File: src/rtl/datapath_gen.sv
// datapath_gen: parametrised MCU datapath with register file, PC, IR, SR,
// status, two internal buses, hardware link stack and a req/ack data port.
module datapath_gen #(
  parameter int unsigned DATA_W   = 8,
  parameter int unsigned REG_AW   = 3,
  parameter int unsigned SEG_W    = 2,
  parameter int unsigned LR_DEPTH = 4,
  parameter int unsigned PC_STEP  = 2
) (
  input  logic                    clock,
  input  logic                    Rst,
  input  logic [REG_AW-1:0]       a1,
  input  logic [REG_AW-1:0]       a2,
  input  logic [REG_AW-1:0]       aWrite,
  input  logic                    loadReg,
  input  logic                    selDataReg,
  input  logic                    loadB2MB,
  input  logic                    incPC,
  input  logic                    loadPCL,
  input  logic                    loadPCH,
  input  logic                    loadIRL,
  input  logic                    loadIRH,
  input  logic [1:0]              selMux1,
  input  logic [2:0]              selMux2,
  input  logic                    loadSR,
  input  logic                    pushLR,
  input  logic                    popLR,
  input  logic                    memRd,
  input  logic                    memWr,
  output logic                    memReq,
  output logic                    memWe,
  output logic [SEG_W+DATA_W-1:0] memAddr,
  output logic [DATA_W-1:0]       memWData,
  input  logic [DATA_W-1:0]       memRData,
  input  logic                    memAck,
  output logic                    busy,
  input  logic [2*DATA_W-1:0]     aluIn,
  input  logic [5:0]              aluFlags,
  input  logic                    loadStatus,
  input  logic [DATA_W-1:0]       extIn,
  output logic [DATA_W-1:0]       out1,
  output logic [2*DATA_W-1:0]     bus1,
  output logic [2*DATA_W-1:0]     IROut,
  output logic [DATA_W-1:0]       SROut,
  output logic [DATA_W-1:0]       StatusOut,
  output logic                    lrFull,
  output logic                    lrEmpty
);

  localparam int unsigned BW   = 2 * DATA_W;
  localparam int unsigned NREG = 2 ** REG_AW;
  localparam int unsigned CW   = $clog2(LR_DEPTH + 1);

  localparam logic [0:0] S_IDLE = 1'b0;
  localparam logic [0:0] S_REQ  = 1'b1;

  logic [DATA_W-1:0]       r_regs [NREG];
  logic [BW-1:0]           r_pc;
  logic [BW-1:0]           r_ir;
  logic [DATA_W-1:0]       r_sr;
  logic [DATA_W-1:0]       r_status;
  logic [DATA_W-1:0]       r_hb;
  logic [DATA_W-1:0]       r_rdbuf;
  logic [BW-1:0]           r_lr [LR_DEPTH];
  logic [CW-1:0]           r_lr_cnt;
  logic [0:0]              r_state;
  logic                    r_we;
  logic [SEG_W+DATA_W-1:0] r_addr;
  logic [DATA_W-1:0]       r_wdata;

  logic [DATA_W-1:0]       w_out2;
  logic [BW-1:0]           w_bus2;
  logic [BW-1:0]           w_lr_top;

  assign out1      = r_regs[a1];
  assign w_out2    = r_regs[a2];
  assign w_lr_top  = (r_lr_cnt == '0) ? '0 : r_lr[0];
  assign IROut     = r_ir;
  assign SROut     = r_sr;
  assign StatusOut = r_status;
  assign lrEmpty   = (r_lr_cnt == '0);
  assign lrFull    = (r_lr_cnt == CW'(LR_DEPTH));
  assign memReq    = (r_state == S_REQ);
  assign busy      = (r_state == S_REQ);
  assign memWe     = (r_state == S_REQ) && r_we;
  assign memAddr   = r_addr;
  assign memWData  = r_wdata;

  // bus1 source select
  always_comb begin
    bus1 = '0;
    case (selMux1)
      2'd0:    bus1 = {{DATA_W{1'b0}}, w_out2};
      2'd1:    bus1 = r_pc;
      2'd2:    bus1 = {{DATA_W{1'b0}}, r_ir[DATA_W-1:0]};
      default: bus1 = '0;
    endcase
  end

  // bus2 source select
  always_comb begin
    w_bus2 = '0;
    case (selMux2)
      3'd0:    w_bus2 = aluIn;
      3'd1:    w_bus2 = {{DATA_W{1'b0}}, extIn};
      3'd2:    w_bus2 = {r_sr, {DATA_W{1'b0}}};
      3'd3:    w_bus2 = bus1;
      3'd4:    w_bus2 = w_lr_top;
      3'd5:    w_bus2 = {{DATA_W{1'b0}}, r_rdbuf};
      3'd6:    w_bus2 = {{DATA_W{1'b0}}, r_status};
      default: w_bus2 = '0;
    endcase
  end

  // Register file write port and high-byte buffer
  always_ff @(posedge clock) begin
    if (Rst) begin
      for (int unsigned i = 0; i < NREG; i++) r_regs[i] <= '0;
      r_hb <= '0;
    end else begin
      if (loadReg) r_regs[aWrite] <= selDataReg ? r_hb : w_bus2[DATA_W-1:0];
      if (loadB2MB) r_hb <= w_bus2[BW-1:DATA_W];
    end
  end

  // PC: byte loads take priority over increment
  always_ff @(posedge clock) begin
    if (Rst) begin
      r_pc <= '0;
    end else if (loadPCH || loadPCL) begin
      if (loadPCH) r_pc[BW-1:DATA_W] <= w_bus2[BW-1:DATA_W];
      if (loadPCL) r_pc[DATA_W-1:0]  <= w_bus2[DATA_W-1:0];
    end else if (incPC) begin
      r_pc <= r_pc + BW'(PC_STEP);
    end
  end

  // IR, SR and status registers
  always_ff @(posedge clock) begin
    if (Rst) begin
      r_ir     <= '0;
      r_sr     <= '0;
      r_status <= '0;
    end else begin
      if (loadIRH)    r_ir[BW-1:DATA_W] <= w_bus2[BW-1:DATA_W];
      if (loadIRL)    r_ir[DATA_W-1:0]  <= w_bus2[DATA_W-1:0];
      if (loadSR)     r_sr              <= bus1[DATA_W-1:0];
      if (loadStatus) r_status          <= {{(DATA_W-6){1'b0}}, aluFlags};
    end
  end

  // Link stack as a shift register with entry 0 on top; overflow drops the
  // bottom entry, so the count saturates at LR_DEPTH.
  always_ff @(posedge clock) begin
    if (Rst) begin
      for (int unsigned i = 0; i < LR_DEPTH; i++) r_lr[i] <= '0;
      r_lr_cnt <= '0;
    end else if (pushLR && popLR) begin
      r_lr[0] <= bus1;
    end else if (pushLR) begin
      for (int unsigned i = 1; i < LR_DEPTH; i++) r_lr[i] <= r_lr[i-1];
      r_lr[0] <= bus1;
      if (r_lr_cnt != CW'(LR_DEPTH)) r_lr_cnt <= r_lr_cnt + 1'b1;
    end else if (popLR && (r_lr_cnt != '0)) begin
      for (int unsigned i = 0; i < LR_DEPTH - 1; i++) r_lr[i] <= r_lr[i+1];
      r_lr[LR_DEPTH-1] <= '0;
      r_lr_cnt <= r_lr_cnt - 1'b1;
    end
  end

  // Data-memory request FSM: latch request on strobe, wait for ack
  always_ff @(posedge clock) begin
    if (Rst) begin
      r_state <= S_IDLE;
      r_we    <= 1'b0;
      r_addr  <= '0;
      r_wdata <= '0;
      r_rdbuf <= '0;
    end else begin
      case (r_state)
        S_IDLE: begin
          if (memRd || memWr) begin
            r_we    <= memWr;
            r_addr  <= {r_sr[SEG_W-1:0], r_ir[DATA_W-1:0]};
            r_wdata <= bus1[DATA_W-1:0];
            r_state <= S_REQ;
          end
        end
        default: begin
          if (memAck) begin
            if (!r_we) r_rdbuf <= memRData;
            r_state <= S_IDLE;
          end
        end
      endcase
    end
  end

endmodule
File: config.mk
export PLATFORM = sky130hd
export DESIGN_NAME = datapath_gen
export DESIGN_NICKNAME = d
export VERILOG_FILES = /design/src/rtl/datapath_gen.sv
export SDC_FILE = /design/constraint.sdc
export NUM_CORES = 1
export LEC_CHECK = 0
export BUFFER_PORTS_ARGS = -buffer_cell sky130_fd_sc_hd__buf_2
export CAP_MARGIN = 20
export CORE_AREA = 8 8 169 139
export DETAILED_ROUTE_END_ITERATION = 12
export DIE_AREA = 0 0 177 147
export PLACE_DENSITY = 0.74
export SLEW_MARGIN = 15
export SYNTH_ARGS = -nofsm -noshare
export SYNTH_HDL_FRONTEND = slang
export SYNTH_SLANG_ARGS = --single-unit
File: constraint.sdc
create_clock -name clock -period 2.2 [get_ports clock]
set_input_delay 0.33 -clock clock [delete_from_list [all_inputs] [get_ports clock]]
set_output_delay 0.33 -clock clock [all_outputs]
set_load 0.02 [all_outputs]
**Word level (Yosys, flattened, before mapping)**

Memories as Yosys holds them, arrays and structs flattened.
Cells that the tools add are included.

- RAM bits: 128
- Output and inout port bits: 79
- Memories: 2
- Input bits: 69
- Bits in registers: 85
- Word-level logic and storage cells: 103

Memories:

| memory | words | bits a word | read ports | clocked after memory_dff | wr ports | RTL line | text |
|---|---|---|---|---|---|---|---|
| r_lr | 4 | 16 | 4 | 0 | 4 | 64 | `logic [BW-1:0] r_lr [LR_DEPTH];` |
| r_regs | 8 | 8 | 2 | 0 | 8 | 57 | `logic [DATA_W-1:0] r_regs [NREG];` |

- Add/sub/neg operators: 3
- Eq/ne operators: 13
- Bitwise gates (word level): 12
- Mux-type cells: 43
- Reductions and logical operators: 17

Operators by type and width:

| cell | count |
|---|---|
| 16-bit 2-to-1 mux | 12 |
| 16-bit one-hot mux with 7 select lines | 1 |
| 16-bit one-hot mux with 3 select lines | 1 |
| 8-bit 2-to-1 mux | 4 |
| 1-bit 2-to-1 mux | 21 |
| 16-bit by 2-bit adder with 16-bit output, second input constant | 1 |
| 3-bit equality test, second input constant | 4 |
| 3-bit 2-to-1 mux | 4 |
| 1-bit bitwise OR | 9 |
| 8-bit OR reduction | 1 |
| 3-bit by 2-bit equality test with 1-bit output, second input constant | 2 |
| 3-bit zero test | 2 |
| 2-bit AND reduction | 3 |
| 3-bit AND reduction | 2 |
| 2-bit != test, second input constant | 2 |
| 2-bit nonzero test | 2 |
| 3-bit by 1-bit adder with 3-bit output, second input constant | 1 |
| 3-bit by 1-bit equality test with 1-bit output, second input constant | 1 |
| 1-bit logical AND | 3 |
| 3-bit != test, second input constant | 1 |
| 1-bit inverter | 3 |
| 3-bit nonzero test | 1 |
| 3-bit by 1-bit subtractor with 3-bit output, second input constant | 1 |
| 2-bit by 1-bit equality test with 1-bit output, second input constant | 1 |
| other kinds (4) | 5 |

**Longest topological paths before layout**

- Word-level depth: 8
- Mapped depth: 8
- Gate-level depth less buffers: 6

**Worst setup path after synthesis**

No wires, ideal clock.

- Path type: input port to output port
- From: input port a1[0]
- To: output port out1[0]
- Arrival: 1.887 ns
- Cell stages on the path: 4
- Data required time: 1.870 ns
- Path buffers: 2
- Slack: -0.017 ns
- Cell sequence: clkbuf_1 > buf_2 > mux4_2 > mux2_2

- Longest elaborated chain between the ends: 1

Ends and longest elaborated chain:

| element | RTL line | text |
|---|---|---|
| start, declared | 12 | `input logic [REG_AW-1:0] a1,` |
| memory read 8 x 8 bit | n/a |  |
| end, declared | 41 | `output logic [DATA_W-1:0] out1,` |

Every way passes these cells.

==> impl_metrics.env <==
export IMPL_status="finished with violations"
export IMPL_violations="setup timing"
export IMPL_syn_area_um2=10600
export IMPL_path_cells="mux2i_1, mux4_2, o21a_1, inv_1, buf_6"
export IMPL_synth_edf_count=112
export IMPL_hpwl_um=25100
export IMPL_fmax_ghz=0.438
export IMPL_dieArea_um2=26000
export IMPL_postSynthCellCount=1056
export IMPL_p_total_uw=9990
export IMPL_num_io_pins=148
export IMPL_diodes=0
export IMPL_ctsHtreeMaxLevel=1
export IMPL_worstMarginPinSlew_ps=812
export IMPL_layout_setup_ws_ps=-85.5
export IMPL_vias=9448
export IMPL_path_max_fanout=2
export IMPL_finalHoldViolCount=0
export IMPL_setup_viol=7
export IMPL_seq_area_frac_synth=0.510
export IMPL_setup_tns_ps=-291
export IMPL_yosys_area_top_type="edfxtp_1"
export IMPL_drtIter0Drc=1157
export IMPL_start_util=0.504
export IMPL_areaGrowthSynthToFinish_pct=22.1
export IMPL_synth_ff_type="edfxtp_1"
export IMPL_synth_top_area_frac=0.318
export IMPL_cpLargestDelayFamily="multiplexers"
export IMPL_cts_tree="yes"
export IMPL_design_area_um2=12900
export IMPL_clockBufferDepth=3
export IMPL_slowest_stage="mux4_2"
export IMPL_vias_per_cell=6.16
export IMPL_leakagePower_uw=0.00517
export IMPL_startpoint_type="flop"
export IMPL_ant_nets=0
export IMPL_routed_wirelength_um=33900
export IMPL_fin_nets=1313
export IMPL_first_pass_iters=5
export IMPL_cp_arrival_ps=1960
export IMPL_antenna_found_initial=0
export IMPL_grt_pass1_vias=8866
export IMPL_synth_cell_types=72
export IMPL_ys_top_cells_by_area="edfxtp_1 (32%), dfxtp_1 (19%), nand2_1 (6.1%), nor2_1 (4.9%), mux4_2 (3.8%)"
export IMPL_ys_seq_elements=213
export IMPL_post_route_util=0.616
export IMPL_cts_root_buf="clkbuf_16"
export IMPL_slew_viol_final=0
export IMPL_io_buffer_count=145
export IMPL_die_w_um=177
export IMPL_post_drt_wl_per_cell_um=22.1
export IMPL_gp_congestion=0.942
export IMPL_slew_headroom=0.457
export IMPL_worst_path_largest_cell_delay_ps=550
export IMPL_finClkSkew_ps=7.21
export IMPL_cts_inserted_buffers=23
export IMPL_remaining_drc_errors=0
export IMPL_async_flop_share=0
export IMPL_clk_pin_slew_ps=60
export IMPL_synth_warnings=0
export IMPL_cp_num_buf_inv=2
export IMPL_synth_most_common_cell="nand2_1"
export IMPL_dpl_cell_area_um2=12000
export IMPL_worstSetupEndpointType="output pin"
export IMPL_postSynthAreaPerCell_um2=10.0
export IMPL_synth_commonest_cells="nand2_1 (172), nor2_1 (137), edfxtp_1 (112), dfxtp_1 (101), a21oi_1 (60)"
export IMPL_worst_ep_required_time_ps=1870
export IMPL_grt_start_max_net_pins=47
export IMPL_path_class="flop to output pin"
export IMPL_fin_crit_ps=2290
export IMPL_power_density_nw_per_um2=774
export IMPL_ir_worst_vdd_uv=479
export IMPL_grt_usage=0.252
export IMPL_core_area_um2=21000
export IMPL_die_y_um=147
export IMPL_cts_sinks=213
export IMPL_period_share=1.04
export IMPL_insertion_delay_ps=500
export IMPL_hold_path_class="input port to flop"
export IMPL_overflow=0
export IMPL_cap_violations=0
export IMPL_drive_above_1_share=0.287
export IMPL_rsz0062_at_grt="true"
export IMPL_rows=48
export IMPL_grt_pass1_wl_um=51500
timing repair:
action / 4_1_cts / 5_1_grt
gates resized for setup: 22 / 19
setup buffers: 3 / 2
hold buffers: 0 / 0
setup endpoints to repair: 23 / 67
pin swaps: 5 / 5
path summary, 6_finish.rpt:
kind / start / endpoint / slack [ps] / cells past startpoint
max: r_regs[6][0] / bus1[0] / -90 / 5
min: aluFlags[2] / StatusOut[2] / 60 / 3
max reg2reg: r_lr_cnt[0] / r_regs[3][3] / 60 / 6
min reg2reg: memAddr[1] / memAddr[1] / 450 / 2
cell families (layout without fill, tap and decap cells):
group                    Yosys count  in the layout  synth area share
multiplexers                      84             84             0.104
buffers and inverters             86            287            0.0360
adder cells (fa/ha/maj)            2              2           0.00308
AND/OR/NAND/NOR                  425            425             0.181
other                              1              2          0.000355
AO/OA/AOI/OAI                    231            231             0.154
XOR/XNOR                          14             14            0.0116
flip-flops                       213            213             0.510
registers in the layout, indices dropped and copies added, names as in the netlist:
| register | flops |
|---|---|
| r_lr | 64 |
| r_regs | 64 |
| IROut | 16 |
| r_pc | 16 |
| memAddr | 10 |
| SROut | 8 |
| memWData | 8 |
| r_hb | 8 |
| r_rdbuf | 8 |
| StatusOut | 6 |
| r_lr_cnt | 3 |
| busy | 1 |
| r_we | 1 |
where the power goes:
group	leakage (uW)	internal [uW]	switching, uW	total [uW]
clock	0.000339	2150	1540	3690
sequential	0.00202	4470	199	4670
combinational	0.00281	643	990	1630
total	0.00517	7260	2730	9990
through the flow:
step                setup WS [ps]  hold slack, ps  cells
floorplan                    75.8             426   1057
global placement            -37.1             440   1487
detailed placement          -81.0             447   1487
CTS                         -87.6            63.5   1531
global route                 -118            68.7   1533
finish                      -85.5            62.6   1533
worst register-to-register path: stages (launching register included):
cell      delay (ps)
dfxtp_1          310
or3_4            430
and2_2           230
a222oi_1         360
buf_4            190
and4_4           290
nor2_1            70
cell usage in the layout (no fill, tap or decap), types with 13 or more instances in the layout:
| cell | instances |
|---|---|
| mux2_2 | 26 |
| a21oi_1 | 60 |
| nor3_1 | 24 |
| clkbuf_16 | 23 |
| o21ai_0 | 38 |
| mux2i_1 | 35 |
| buf_2 | 138 |
| buf_4 | 81 |
| o221a_2 | 16 |
| dfxtp_1 | 101 |
| a22oi_1 | 18 |
| nand2_1 | 172 |
| edfxtp_1 | 112 |
| a211oi_1 | 26 |
| inv_1 | 13 |
| nor2_1 | 134 |
| mux4_2 | 18 |
layout make-up:
class | instances | area, um2
Fill cell | 1734 | 8050
Sequential cell | 213 | 5390
Multi-Input combinational cell | 758 | 4940
Timing Repair Buffer | 230 | 1470
Clock buffer | 37 | 658
Tap cell | 275 | 344
Inverter | 16 | 60.1
Clock inverter | 4 | 42.5
layer usage:
layer  vias to the layer above  share of wire  global-route usage
met5                         -              0                   0
met3                        79           0.13              0.0570
met1                      4511           0.41               0.362
met4                         0          0.032              0.0802
met2                       618           0.43               0.369
li1                       4240              -                   -
Power figures use the tool's default switching activity.
